==> src/rtl/adpll_pkg.sv <==
// Shared definitions for the ADPLL configuration controller: register map,
// parameter reset values and acquisition FSM encoding.
package adpll_pkg;

  localparam int unsigned NUM_REGS = 8;

  localparam logic [2:0] SEL_KP_ACQ   = 3'd0;
  localparam logic [2:0] SEL_KI_ACQ   = 3'd1;
  localparam logic [2:0] SEL_KP_TRK   = 3'd2;
  localparam logic [2:0] SEL_KI_TRK   = 3'd3;
  localparam logic [2:0] SEL_DIV_N    = 3'd4;
  localparam logic [2:0] SEL_DCO_INIT = 3'd5;
  localparam logic [2:0] SEL_LOCK_WIN = 3'd6;
  localparam logic [2:0] SEL_LOCK_CNT = 3'd7;

  localparam int unsigned RST_KP_ACQ   = 8;
  localparam int unsigned RST_KI_ACQ   = 4;
  localparam int unsigned RST_KP_TRK   = 4;
  localparam int unsigned RST_KI_TRK   = 1;
  localparam int unsigned RST_DIV_N    = 16;
  localparam int unsigned RST_DCO_INIT = 16;
  localparam int unsigned RST_LOCK_WIN = 2;
  localparam int unsigned RST_LOCK_CNT = 16;

  typedef enum logic [1:0] {
    ST_LOAD  = 2'd0,
    ST_ACQ   = 2'd1,
    ST_TRACK = 2'd2
  } state_t;

  function automatic int unsigned reset_value(input logic [2:0] sel);
    case (sel)
      SEL_KP_ACQ:   reset_value = RST_KP_ACQ;
      SEL_KI_ACQ:   reset_value = RST_KI_ACQ;
      SEL_KP_TRK:   reset_value = RST_KP_TRK;
      SEL_KI_TRK:   reset_value = RST_KI_TRK;
      SEL_DIV_N:    reset_value = RST_DIV_N;
      SEL_DCO_INIT: reset_value = RST_DCO_INIT;
      SEL_LOCK_WIN: reset_value = RST_LOCK_WIN;
      default:      reset_value = RST_LOCK_CNT;
    endcase
  endfunction

endpackage

==> src/rtl/pin_sync_edge.sv <==
// N-stage synchronizer for an asynchronous pin with registered level and
// registered rising-edge pulse outputs (both aligned to the same cycle).
module pin_sync_edge #(
  parameter int unsigned STAGES = 2
) (
  input  logic clk,
  input  logic rst,
  input  logic din,
  output logic level,
  output logic rise
);

  logic [STAGES-1:0] sync;

  always_ff @(posedge clk) begin
    if (rst) begin
      sync  <= '0;
      level <= 1'b0;
      rise  <= 1'b0;
    end else begin
      sync[0] <= din;
      for (int unsigned i = 1; i < STAGES; i++) sync[i] <= sync[i-1];
      // level doubles as the previous-sample register for edge detection
      level <= sync[STAGES-1];
      rise  <= sync[STAGES-1] & ~level;
    end
  end

endmodule

==> src/rtl/adpll_cfg_ctrl.sv <==
// ADPLL configuration register bank and LOAD/ACQ/TRACK gear-shift controller
// driving PI gains, divider/DCO presets, loop_rst and lock indication.
module adpll_cfg_ctrl
  import adpll_pkg::*;
#(
  parameter int unsigned W           = 5,
  parameter int unsigned SYNC_STAGES = 2,
  parameter int unsigned LOAD_CYCLES = 4,
  parameter int unsigned UNLOCK_CNT  = 4
) (
  input  logic         clk,
  input  logic         rst,
  input  logic         pgm,
  input  logic         clr,
  input  logic [2:0]   param_sel,
  input  logic [W-1:0] pgm_value,
  input  logic         upd_tick,
  input  logic [W-1:0] err_mag,
  output logic [W-1:0] kp,
  output logic [W-1:0] ki,
  output logic [W-1:0] div_n,
  output logic [W-1:0] dco_init,
  output logic         loop_rst,
  output logic         gear,
  output logic         locked
);

  localparam int unsigned LDW     = (LOAD_CYCLES > 1) ? $clog2(LOAD_CYCLES) : 1;
  localparam logic [LDW-1:0] LD_LAST = LDW'(LOAD_CYCLES - 1);
  localparam logic [W-1:0]   UNLK    = W'(UNLOCK_CNT);

  logic pgm_lvl, pgm_rise, clr_lvl, clr_rise;

  pin_sync_edge #(.STAGES(SYNC_STAGES)) u_pgm_sync (
    .clk   (clk),
    .rst   (rst),
    .din   (pgm),
    .level (pgm_lvl),
    .rise  (pgm_rise)
  );

  pin_sync_edge #(.STAGES(SYNC_STAGES)) u_clr_sync (
    .clk   (clk),
    .rst   (rst),
    .din   (clr),
    .level (clr_lvl),
    .rise  (clr_rise)
  );

  logic clear, wr_en, force_load;
  assign clear      = clr_lvl | clr_rise;
  assign wr_en      = pgm_rise & pgm_lvl & ~clear;
  assign force_load = clear |
                      (wr_en & ((param_sel == SEL_DIV_N) || (param_sel == SEL_DCO_INIT)));

  // Register bank; entries 0-3 are the gain shadows.
  logic [W-1:0] regs [NUM_REGS];

  always_ff @(posedge clk) begin
    if (rst || clear) begin
      for (int unsigned i = 0; i < NUM_REGS; i++) regs[i] <= W'(reset_value(3'(i)));
    end else if (wr_en) begin
      regs[param_sel] <= pgm_value;
    end
  end

  assign div_n    = regs[SEL_DIV_N];
  assign dco_init = regs[SEL_DCO_INIT];

  logic [W-1:0] kp_acq, ki_acq, kp_trk, ki_trk;
  logic [W-1:0] kp_acq_d, ki_acq_d, kp_trk_d, ki_trk_d;

  always_comb begin
    kp_acq_d = kp_acq;
    ki_acq_d = ki_acq;
    kp_trk_d = kp_trk;
    ki_trk_d = ki_trk;
    if (clear) begin
      kp_acq_d = W'(RST_KP_ACQ);
      ki_acq_d = W'(RST_KI_ACQ);
      kp_trk_d = W'(RST_KP_TRK);
      ki_trk_d = W'(RST_KI_TRK);
    end else if (upd_tick) begin
      kp_acq_d = regs[SEL_KP_ACQ];
      ki_acq_d = regs[SEL_KI_ACQ];
      kp_trk_d = regs[SEL_KP_TRK];
      ki_trk_d = regs[SEL_KI_TRK];
    end
  end

  state_t         state, state_d;
  logic [LDW-1:0] ld_cnt, ld_cnt_d;
  logic [W-1:0]   lk_cnt, lk_cnt_d, lk_inc, lock_target;
  logic           in_win;
  logic           loop_rst_d, track_d;
  logic [W-1:0]   kp_d, ki_d;

  assign in_win      = (err_mag <= regs[SEL_LOCK_WIN]);
  assign lock_target = (regs[SEL_LOCK_CNT] == '0) ? W'(1) : regs[SEL_LOCK_CNT];
  assign lk_inc      = (lk_cnt == '1) ? lk_cnt : lk_cnt + 1'b1;

  // lk_cnt counts in-window ticks in ACQ and out-of-window ticks in TRACK.
  always_comb begin
    state_d  = state;
    ld_cnt_d = ld_cnt;
    lk_cnt_d = lk_cnt;
    if (force_load) begin
      state_d  = ST_LOAD;
      ld_cnt_d = '0;
      lk_cnt_d = '0;
    end else begin
      case (state)
        ST_LOAD: begin
          lk_cnt_d = '0;
          if (ld_cnt >= LD_LAST) begin
            state_d  = ST_ACQ;
            ld_cnt_d = '0;
          end else begin
            ld_cnt_d = ld_cnt + 1'b1;
          end
        end
        ST_ACQ: begin
          if (upd_tick) begin
            if (!in_win) begin
              lk_cnt_d = '0;
            end else if (lk_inc >= lock_target) begin
              state_d  = ST_TRACK;
              lk_cnt_d = '0;
            end else begin
              lk_cnt_d = lk_inc;
            end
          end
        end
        ST_TRACK: begin
          if (upd_tick) begin
            if (in_win) begin
              lk_cnt_d = '0;
            end else if (lk_inc >= UNLK) begin
              state_d  = ST_ACQ;
              lk_cnt_d = '0;
            end else begin
              lk_cnt_d = lk_inc;
            end
          end
        end
        default: begin
          state_d  = ST_LOAD;
          ld_cnt_d = '0;
          lk_cnt_d = '0;
        end
      endcase
    end
    loop_rst_d = (state_d == ST_LOAD);
    track_d    = (state_d == ST_TRACK);
    kp_d       = track_d ? kp_trk_d : kp_acq_d;
    ki_d       = track_d ? ki_trk_d : ki_acq_d;
  end

  always_ff @(posedge clk) begin
    if (rst) begin
      state    <= ST_LOAD;
      ld_cnt   <= '0;
      lk_cnt   <= '0;
      kp_acq   <= W'(RST_KP_ACQ);
      ki_acq   <= W'(RST_KI_ACQ);
      kp_trk   <= W'(RST_KP_TRK);
      ki_trk   <= W'(RST_KI_TRK);
      kp       <= W'(RST_KP_ACQ);
      ki       <= W'(RST_KI_ACQ);
      loop_rst <= 1'b1;
      gear     <= 1'b0;
      locked   <= 1'b0;
    end else begin
      state    <= state_d;
      ld_cnt   <= ld_cnt_d;
      lk_cnt   <= lk_cnt_d;
      kp_acq   <= kp_acq_d;
      ki_acq   <= ki_acq_d;
      kp_trk   <= kp_trk_d;
      ki_trk   <= ki_trk_d;
      kp       <= kp_d;
      ki       <= ki_d;
      loop_rst <= loop_rst_d;
      gear     <= track_d;
      locked   <= track_d;
    end
  end

endmodule

==> config.mk <==
export PLATFORM = sky130hd
export DESIGN_NAME = adpll_cfg_ctrl
export DESIGN_NICKNAME = d
export VERILOG_FILES = /design/src/rtl/adpll_pkg.sv /design/src/rtl/pin_sync_edge.sv /design/src/rtl/adpll_cfg_ctrl.sv
export SDC_FILE = /design/constraint.sdc
export NUM_CORES = 1
export LEC_CHECK = 0
export CORE_ASPECT_RATIO = 0.6
export CORE_MARGIN = 3
export CORE_UTILIZATION = 45
export DETAILED_ROUTE_END_ITERATION = 6
export MAX_ROUTING_LAYER = met4
export PLACE_DENSITY = 0.71
export SYNTH_ARGS = -nofsm -noshare
export SYNTH_HDL_FRONTEND = slang
export SYNTH_SLANG_ARGS = --single-unit
==> constraint.sdc <==
create_clock -name clk -period 3.5 [get_ports clk]
set_input_delay 1.05 -clock clk [delete_from_list [all_inputs] [get_ports clk]]
set_output_delay 1.05 -clock clk [all_outputs]
set_load 0.02 [all_outputs]
==> results by group, run 1 <==
Final layout
  • N_diodes: 0
  • Storage cell area: ~2200 sq um
  • Fin nets: 440
  • Fillers: ~670
  • Area grow syn2layout: 23.7%
  • Non-filler cells, final: around 520
  • Post-route cell area: 4840 sq um
  • Share of cells above drive strength 1: between 10 and 15%
  • Multi-input gate area: 1600 sq um

Setup path
  • Arrival time worst endpoint: 3.47 ns
  • Slowest stage cell, crit path: dfxtp_1
  • Critical path class: reg -> reg
  • Crit-path max FO: 10
  • Crit path cell chain: ha_1, and2_4, nand3_1, xnor2_1, ha_1, nand2b_1, a21o_1, maj3_1, o21ai_2, a21oi_2, o211ai_4, or2_1, o21ai_1
  • Slowest stage delay, CP: between 0.4 and 0.5 ns
  • Most used cell, CP: ha_1
  • CP Capture Type: flip-flop
  • Critical Path RT: roughly 3.7 ns
  • R2R Setup Slk: between 0.2 and 0.25 ns
  • CP startpoint kind: flip-flop

CTS
  • H-tree Lvls: 3
  • Postcts setup bufs: 0
  • Clock Latency Late Sink: roughly 0.34 ns
  • CTS buffer count: 9
  • Worst-path clk slew: about 0.070 ns
  • Clock root cell: clkbuf_16
  • CTS tree: built
  • CTS hold repair buffers: 0
  • Post-CTS Resized: 0
  • Clock sink total: 89
  • CTS max path bufs: 2

Synthesis
  • FFs w/ async S/R, synth: 0%
  • Area fraction in compound gates after synthesis: 9.66%
  • Syn Area/Cell: 11.0 sq um
  • Syn_nets: about 390
  • Ys flop type: dfxtp_1
  • Synth top cells by count: 49 x dfxtp_1, 40 x edfxtp_1, 36 x nor2_1
  • Synth Area in Simple Gates: around a fifth
  • Share of the synthesized area in the top cell type: 30.7%
  • Ranking of synthesized cells by area: edfxtp_1 31%, dfxtp_1 25%, and2_1 5.1%
  • Count leader, synth: dfxtp_1
  • Mux cell area share after synthesis: under 10%
  • Number of flops mapped to enable cells by yosys: 40
  • #FFs+latches synth: a little under 90
  • Sequential area share after synthesis: approximately 56%
  • Dominant cell type by area after synthesis: edfxtp_1
  • Largest family of logic cells by synthesized area: simple AND/OR/NAND/NOR gates
  • Xor/xnor cell area share of the yosys netlist: less than 1%
  • Post-Syn Area: slightly below 4000 sq um
  • Synth unique cells: 50
  • Yosys warns: 0
  • Adder-cell share of the synthesized area: about 4.7%
  • Mapped Cells: 355

GRT
  • Top Usage Layer GRT: met1
  • First-pass GRT wire length: between 10 and 15 mm
  • GRT met1 Usage: between 20 and 30%
  • Vias in the first global route: 2,532
  • Total grt overflow: 0
  • Met2 Usage GRT: 21.8%
  • Grt met3 use: 5.98%
  • Initial antenna violation count: 0
  • Largest net degree at the start of global routing: 23
  • GRT Util Overall: roughly 18%

Die
  • Total die area: around 9900 sq um
  • Core Box Area: approximately 8000 sq um
  • Num ports: about 40
  • Die H: ~78 um
  • Die W: roughly 130 um
  • Starting Density: between 40% and 50%
  • Std-Cell Rows: 25

Timing
  • Fin. Hold Viols: 0
  • Fin crit period: about 3.3 ns
  • Setup TNS: 0 ns
  • Worst slew pin tran: between 0.6 and 0.7 ns
  • Max_slew headroom: between 50% and 60%
  • FMAX: just over 0.3 GHz
  • WHS: 0.440 ns
  • Tcrit/Tclk final: just over 90%
  • Worst Skew: 0.00816 ns
  • RSZ-0062 raised after global routing: false
  • Final Max Tran Viols: 0
  • Setup violations, final: 0

Drt
  • Detailed Route Iter0 Violations: 233
  • Routed WL per cell: 15.9 um
  • DR DRC count: 0
  • DR vias: around 2,700
  • Drt total wl: between 8 and 9 mm
  • Pre-antenna DRT Iters: 4
  • Vias per inst: 5.12
  • Antenna-violating nets left: 0

Power and ir drop
  • Power per cell area: between 400 and 500 nW/um^2
  • Total Power: about 2.4 mW
  • Peak supply drop: approximately 0.32 mV
  • Leak: ~1.9 nW

Placement
  • Post-DP Area: between 4000 and 5000 sq um
  • PortBufs: 40
  • Final GP Congestion: about 0.89
  • Inst Count DP: approximately 510
  • DP Wirelength: a little over 6 mm

Run status
  • Run status: finished clean

Min path
  • Worst hold path type: reg -> reg

Flow run
  • Max Cap Viol: 0
## sequential cells by signal, indices dropped and copies added (netlist names)
signal / flops
regs: 40
kp_trk: 5
kp: 5
locked: 1
kp_acq: 5
ki_acq: 5
u_clr_sync.level: 1
loop_rst: 1
state: 2
u_pgm_sync.level: 1
ki: 5
u_pgm_sync.rise: 1
ld_cnt: 2
lk_cnt: 5
u_clr_sync.sync: 2
u_clr_sync.rise: 1
ki_trk: 5
u_pgm_sync.sync: 2
## cell type report
class	instances	area share (%)
multi-input combinational	237	33.0
clock inverter	6	1.86
clock buffer	10	4.94
tap	108	2.79
sequential	89	45.1
inverter	14	1.09
timing repair buffer	57	11.2
## stage by stage
| step | utilization [%] | worst slack (ns) |
|---|---|---|
| 3_5_place_dp | 55.2 | -0.0791 |
| 2_1_floorplan | - | 0.506 |
| 3_3_place_gp | 55.2 | 0.0332 |
| 6_report | 59.2 | 0.242 |
| 4_1_cts | 59.2 | 0.257 |
| 5_1_grt | 59.2 | 0.0701 |
## per-layer routing
layer  up-vias  routed length, um
met1      1237               4340
met4         0                 77
li1       1349                  -
met2        71               3100
met3         8                767
met5         -                  0
## cell families (layout without fill, tap and decap cells)
family                     Yosys count  after routing
and+or+nand+nor                    147            147
DFF                                 89             89
AOI/OAI and AO/OA                   52             52
buffers and inverters               29             87
muxes                               21             21
adders and majority gates           15             15
xor gates and xnor gates             2              2
## critical path: cells and delay by family, from the launching register on
kind            cells  cell delay, ns
fa+ha+maj           3            0.81
simple gates        4            0.80
flops               1            0.43
compound gates      5            0.84
xor+xnor            1            0.26
## worst paths after layout
check	from	end	cells past startpoint
max	lk_cnt[0]	kp[3]	13
min	u_pgm_sync.level	u_pgm_sync.rise	1
max reg2reg	lk_cnt[0]	kp[3]	13
min reg2reg	u_pgm_sync.level	u_pgm_sync.rise	1
## layout by cell type (no fill, tap or decap), types with 4 or more instances in the layout
cell type and n:
o21ai_0 9, nor3_1 10, clkdlybuf4s50_1 40, nand3_1 5
clkbuf_16 9, or3_1 8, buf_4 16, a21oi_1 13
and2_1 32, nand2b_1 9, ha_1 14, nor2_1 36
o22a_1 8, edfxtp_1 40, mux2i_1 19, nor2b_1 8
nand2_1 20, dfxtp_1 49, inv_1 14, o21ai_1 4
## report_power, final
part           internal, mW  switching [mW]
Combinational        0.0983           0.116
Clock                 0.647           0.399
Sequential             1.13          0.0192
Total                  1.87           0.534
Power figures use the tool's default switching activity.
==> run 2, diff against run 1 <==
Settings changed: CORE_UTILIZATION 45 to 50, PLACE_DENSITY 0.71 to 0.77.
==> results by group, run 2 (same netlist as run 1, synthesis figures left out) <==
Run status
  • Run status: finished clean

Power and ir drop
  • Reg power frac: 50.5% (+2.8 points)
  • Leak: 1.86 nW (-0.98%)
  • P_sw: 514 uW (-3.9%)
  • Power per cell area: 475 nW/um^2 (-4.5%)
  • Internal power: 1.76 mW (-5.9%)
  • Peak supply drop: 0.323 mV (+2.3%)
  • Clock Power Share: 40.3% (-3.1 points)
  • Combinational share of power: 9.3% (+0.4 points)
  • Switching Fraction: 22.6% (+0.38 points)

Placement
  • Inst Count DP: 502 (-0.59%)
  • PortBufs: 40 (unchanged)
  • Final GP Congestion: 0.811 (-9.2%)
  • DP Wirelength: 6.26 mm (+2.5%)
  • Worst slack at placement: -0.112 ns (-0.0333 ns)

Final layout
  • Commonest non-fill, non-tap cells in the layout: 49 x dfxtp_1, 40 x clkdlybuf4s50_1, 40 x edfxtp_1
  • Area grow syn2layout: 22.4%
  • Most common cell after layout, fill and taps aside: dfxtp_1
  • Storage cell area: 2180 sq um (unchanged)
  • Share of cells above drive strength 1: 11.8% (-0.51 points)
  • Largest register FFs: 40 (unchanged)
  • Multi-input gate area: 1600 sq um (+0.16%)
  • Most flops, register: regs
  • Fillers: 579 (-13%)
  • Non-filler cells, final: 518 (-0.58%)
  • Fin nets: 441 (+0.23%)
  • Util after Layout: 64.5% (+5.3 points)
  • N_diodes: 0 (unchanged)

Drt
  • Detailed Route Iter0 Violations: 176 (-24%)
  • Antenna-violating nets left: 0 (unchanged)
  • Drt total wl: 8.66 mm (+4.5%)
  • DR DRC count: 0 (unchanged)
  • Pre-antenna DRT Iters: 4 (unchanged)
  • Routed WL per cell: 16.7 um (+5.1%)
  • DR vias: 2,725 (+2.3%)
  • Vias per inst: 5.26 (+2.8%)

Min path
  • Worst hold path type: reg -> reg
  • Worst Hold Depth: 1 (unchanged)

Setup path
  • Critical Path RT: 3.78 ns (+0.07 ns)
  • Arrival time worst endpoint: 3.48 ns (about the same)
  • R2R Setup Slk: 0.32 ns (+0.08 ns)
  • Crit-path max FO: 9 (-1)
  • FF-to-FF path depth: 14 (+1)
  • CP startpoint kind: input pin
  • CP Capture Type: flip-flop
  • Critical path class: in -> reg

CTS
  • CTS buffer count: 9 (unchanged)
  • Post-CTS Resized: 0 (unchanged)
  • CTS hold repair buffers: 0 (unchanged)
  • Postcts setup bufs: 0 (unchanged)
  • Worst-path clk slew: 0.06 ns (about the same)
  • Clock sink total: 89 (unchanged)
  • CTS tree: built
  • Clock root cell: clkbuf_16
  • H-tree Lvls: 3 (unchanged)
  • Clock Latency Late Sink: 0.34 ns (about the same)
  • CTS max path bufs: 2 (unchanged)

Die
  • Core Box Area: 7420 sq um (-9.1%)
  • Die H: 74.5 um (-4.7%)
  • Std-Cell Rows: 24 (-4.0%)
  • Total die area: 8950 sq um (-9.4%)
  • Die W: 120 um (-4.9%)
  • Num ports: 41 (unchanged)
  • Starting Density: 52.7% (+4.8 points)

Timing
  • RSZ-0062 raised after global routing: false
  • Setup violations, final: 0 (unchanged)
  • FMAX: 0.312 GHz (+1.7%)
  • Setup TNS: 0 ns (unchanged)
  • Tcrit/Tclk final: 91.5% (-1.6 points)
  • Setup WS post-layout: 0.296 ns (+0.0543 ns)
  • Worst Skew: 0.00933 ns (+0.00117 ns)
  • Worst slew pin tran: 0.588 ns (-0.0195 ns)
  • Fin crit period: 3.20 ns (-0.0543 ns)
  • Max_slew headroom: 60.5% (+1.3 points)
  • Fin. Hold Viols: 0 (unchanged)
  • Final Max Tran Viols: 0 (unchanged)

GRT
  • First-pass GRT wire length: 13.9 mm (+4.8%)
  • GRT Util Overall: 21.7% (+3.7 points)
  • Initial antenna violation count: 0 (unchanged)
  • Largest net degree at the start of global routing: 23 (unchanged)
  • Vias in the first global route: 2,640 (+4.3%)
  • Total grt overflow: 0 (unchanged)

Flow run
  • Max Cap Viol: 0 (unchanged)
## run 2: changes by cell type in the layout (fill, tap and decap cells not counted), sizes merged
| cell | before | now |
|---|---|---|
| inv | 15 | 14 |
| buf | 17 | 18 |
| bufinv | 2 | 0 |
| clkbuf | 10 | 13 |
## run 2: power by group through the flow
stage	Combinational [mW]	Sequential (mW)	Clock (mW)
3_5_place_dp	0.210	1.17	0
4_1_cts	0.212	1.15	0.929
2_1_floorplan	0.105	1.18	0
5_1_grt	0.234	1.15	0.975
3_3_place_gp	0.202	1.17	0
6_report	0.211	1.15	0.916
## run 2: cell type report
class,count,area share [%]
Inverter,14,1.10
Timing Repair Buffer,58,11.2
Sequential cell,89,45.6
Tap cell,104,2.72
Clock inverter,3,0.314
Multi-Input combinational cell,237,33.4
Clock buffer,13,5.67
## run 2: per-stage QoR
step / total power [mW] / hold slack (ns) / instance area [sq um]
detailed placement: 1.38 / 0.435 / 4500
CTS: 2.29 / 0.450 / 4780
finish: 2.28 / 0.455 / 4790
global route: 2.36 / 0.471 / 4790
global placement: 1.37 / 0.424 / 4500
floorplan: 1.28 / 0.414 / 3910
## run 2: critical path, stage by stage
cell and delay, ns:
clkdlybuf4s50_1 0.41, ha_1 0.31, o211ai_1 0.16, a21oi_1 0.06
o21ai_1 0.14, buf_4 0.16, nor3b_1 0.06, o21ai_0 0.29
o211ai_4 0.12, buf_4 0.17, nor3_4 0.32, o22a_1 0.23
## run 2: path summary, 6_finish.rpt
kind | end | start
worst max-delay path | ki[4] | err_mag[2]
worst min-delay path | u_pgm_sync.rise | u_pgm_sync.level
worst max register to register | ki[4] | lk_cnt[0]
worst min register to register | u_pgm_sync.rise | u_pgm_sync.level
## run 2: per-layer routing
metal  up-vias  part of all wire [%]  routed length (um)  GRT usage [%]
met2        79                    42                3610           28.8
li1       1348                     -                   -              -
met3         4                   7.7                 665           8.66
met4         0                  0.61                  53           4.57
met1      1294                    50                4330           31.1
met5         -                     0                   0              -
==> run 3, diff against run 2 <==
Settings changed: SYNTH_HIERARCHICAL from default to 1.
==> results by group, run 3 <==
Placement
  • Final GP Congestion: 0.849 (+4.7%)
  • Post-DP Area: 4500 sq um (+0.11%)
  • Worst slack at placement: -0.127 ns (-0.0145 ns)
  • DP Wirelength: 6.12 mm (-2.2%)
  • PortBufs: 40 (unchanged)
  • Inst Count DP: 497 (-1.0%)

Setup path
  • Crit-path max FO: 10 (+1)
  • Arrival time worst endpoint: 3.52 ns (+0.04 ns)
  • CP startpoint kind: input pin
  • Slowest stage cell, crit path: clkdlybuf4s50_1
  • CP Capture Type: flip-flop
  • Crit path cell chain: clkdlybuf4s50_1, ha_1, a21o_1, a21oi_1, a32oi_1, a311oi_1, a31oi_1, or3_1, buf_4, mux2_4
  • Critical Path RT: 3.73 ns (-0.05 ns)
  • Critical path class: in -> reg
  • Slowest stage delay, CP: 0.40 ns (about the same)

Timing
  • Final Max Tran Viols: 0 (unchanged)
  • FMAX: 0.304 GHz (-2.6%)
  • Fin. Hold Viols: 0 (unchanged)
  • RSZ-0062 raised after global routing: false
  • Tcrit/Tclk final: 94.0% (+2.4 points)
  • Setup violations, final: 0 (unchanged)
  • Worst slew pin tran: 0.529 ns (-0.0588 ns)
  • Worst Skew: 0.00450 ns (-0.00483 ns)
  • Setup WS post-layout: 0.211 ns (-0.0850 ns)
  • Max_slew headroom: 64.3% (+3.8 points)
  • Fin crit period: 3.29 ns (+0.0850 ns)

Final layout
  • Post-route cell area: 4800 sq um (+0.18%)
  • Most common cell after layout, fill and taps aside: dfxtp_1
  • Area grow syn2layout: 23.0%
  • N_diodes: 0 (unchanged)
  • Fillers: 579 (unchanged)
  • Largest register FFs: 40 (unchanged)
  • Commonest non-fill, non-tap cells in the layout: 47 x dfxtp_1, 40 x clkdlybuf4s50_1, 40 x edfxtp_1
  • Non-filler cells, final: 513 (-0.97%)
  • Share of cells above drive strength 1: 15.6% (+3.8 points)
  • Fin nets: 436 (-1.1%)
  • Most flops, register: regs

GRT
  • Largest net degree at the start of global routing: 21 (-8.7%)
  • Total grt overflow: 0 (unchanged)
  • GRT Util Overall: 20.7% (-1.1 points)
  • Vias in the first global route: 2,664 (+0.91%)
  • First-pass GRT wire length: 13.5 mm (-2.6%)
  • Initial antenna violation count: 0 (unchanged)

Power and ir drop
  • Peak supply drop: 0.269 mV (-17%)
  • Power per cell area: 479 nW/um^2 (+0.65%)
  • Leak: 1.91 nW (+2.3%)

Synthesis
  • #FFs+latches synth: 89 (unchanged)
  • FFs w/ async S/R, synth: 0% (unchanged)
  • Syn Area/Cell: 11.3 sq um (+2.3%)
  • Share of the synthesized area in the top cell type: 30.8% (+0.099 points)
  • Number of flops mapped to enable cells by yosys: 40 (unchanged)
  • Count leader, synth: dfxtp_1
  • Ys flop type: dfxtp_1
  • Dominant cell type by area after synthesis: edfxtp_1
  • Syn_nets: 378 (-2.3%)
  • Synth top cells by count: 49 x dfxtp_1, 40 x edfxtp_1, 36 x nor2_1
  • Yosys warns: 6 (+6)
  • Sequential area share after synthesis: 56.0% (+0.18 points)
  • Mapped Cells: 346 (-2.5%)
  • Post-Syn Area: 3900 sq um (-0.32%)
  • Synth unique cells: 54 (+8.0%)
  • Ranking of synthesized cells by area: edfxtp_1 31%, dfxtp_1 25%, and2_1 5.6%

Drt
  • Detailed Route Iter0 Violations: 171 (-2.8%)
  • Pre-antenna DRT Iters: 4 (unchanged)
  • DR vias: 2,690 (-1.3%)
  • Antenna-violating nets left: 0 (unchanged)
  • Vias per inst: 5.24 (-0.32%)
  • Routed WL per cell: 16.3 um (-2.3%)
  • Drt total wl: 8.37 mm (-3.3%)
  • DR DRC count: 0 (unchanged)

CTS
  • Postcts setup bufs: 0 (unchanged)
  • Clock root cell: clkbuf_16
  • CTS max path bufs: 2 (unchanged)
  • H-tree Lvls: 3 (unchanged)
  • Clock sink total: 89 (unchanged)
  • CTS buffer count: 9 (unchanged)
  • Worst-path clk slew: 0.06 ns (about the same)
  • Clock Latency Late Sink: 0.34 ns (about the same)
  • CTS tree: built

Die
  • Std-Cell Rows: 24 (unchanged)
  • Starting Density: 52.5% (-0.17 points)
  • Core Box Area: 7420 sq um (unchanged)
  • Die W: 120 um (-0.15%)
  • Total die area: 8930 sq um (-0.30%)
  • Num ports: 41 (unchanged)
  • Die H: 74.4 um (-0.15%)

Min path
  • Worst hold path type: reg -> reg

Flow run
  • Max Cap Viol: 0 (unchanged)

Run status
  • Run status: finished clean
==> run 3: cell count changes in the layout (fill, tap and decap cells not counted), moves of 4 or more <==
cell     before  now
inv_1        14   18
nand2_1      20   15
o22a_2        0    4
o22a_1        8    1
mux2_4        0    4
a21oi_1      13    9
==> run 3: report_power, final <==
| group | internal, mW | total, mW | switching (mW) |
|---|---|---|---|
| clock | 0.524 | 0.920 | 0.396 |
| sequential | 1.13 | 1.15 | 0.0224 |
| combinational | 0.102 | 0.222 | 0.120 |
| total | 1.76 | 2.29 | 0.539 |
==> run 3: worst paths after layout <==
kind / start / slack, ns / depth (start not counted) / to
setup reg to reg: lk_cnt[0] / 0.23 / 12 / ki[3]
setup / recovery: err_mag[3] / 0.21 / 10 / ki[3]
hold reg to reg: u_clr_sync/sync[0] / 0.45 / 1 / u_clr_sync/sync[1]
hold / removal: u_clr_sync/sync[0] / 0.45 / 1 / u_clr_sync/sync[1]
==> run 3: kinds of logic (layout without fill, tap and decap cells) <==
family / count (synthesis) / in the layout / share of synthesized area [%]
flops: 89 / 89 / 56.0
xor+xnor: 1 / 1 / 0.225
buf+inv: 30 / 93 / 3.47
compound gates: 48 / 48 / 9.25
fa+ha+maj: 14 / 14 / 4.49
mux: 25 / 25 / 7.09
simple gates: 139 / 139 / 19.5
==> run 3: per-layer routing <==
| layer | GRT usage, % | vias up | wire length [um] |
|---|---|---|---|
| li1 | - | 1332 | - |
| met1 | 28.4 | 1268 | 4240 |
| met2 | 28.9 | 86 | 3420 |
| met3 | 8.13 | 4 | 673 |
| met4 | 4.57 | 0 | 34 |
| met5 | - | - | 0 |
==> run 3: what timing repair did <==
item                       in CTS  in global routing
setup endpoints to repair       0                  8
resized for setup               0                  3
hold buffers                    0                  0
==> run 3: cell type report <==
class	count	area (sq um)	share of cell area (%)
clock buffer	10	250	5.22
clock inverter	6	37.5	0.783
inverter	18	67.6	1.41
multi-input combinational	227	1580	33.0
sequential	89	2180	45.6
tap	104	130	2.71
timing repair buffer	59	543	11.3
==> run 3: stage by stage <==
stage	util [%]	total power [mW]	hold slack [ns]	TNS [ns]
2_1_floorplan	-	1.29	0.414	0
3_3_place_gp	60.7	1.39	0.434	-0.504
3_5_place_dp	60.7	1.39	0.434	-0.741
4_1_cts	64.6	2.31	0.449	0
5_1_grt	64.7	2.38	0.464	0
6_report	64.7	2.29	0.450	0
==> run 3: worst max-delay path, delay by kind of cell <==
kind	cells	cell delay, ns
compound gates	5	0.87
fa+ha+maj	1	0.30
buf+inv	2	0.60
mux	1	0.30
simple gates	1	0.39
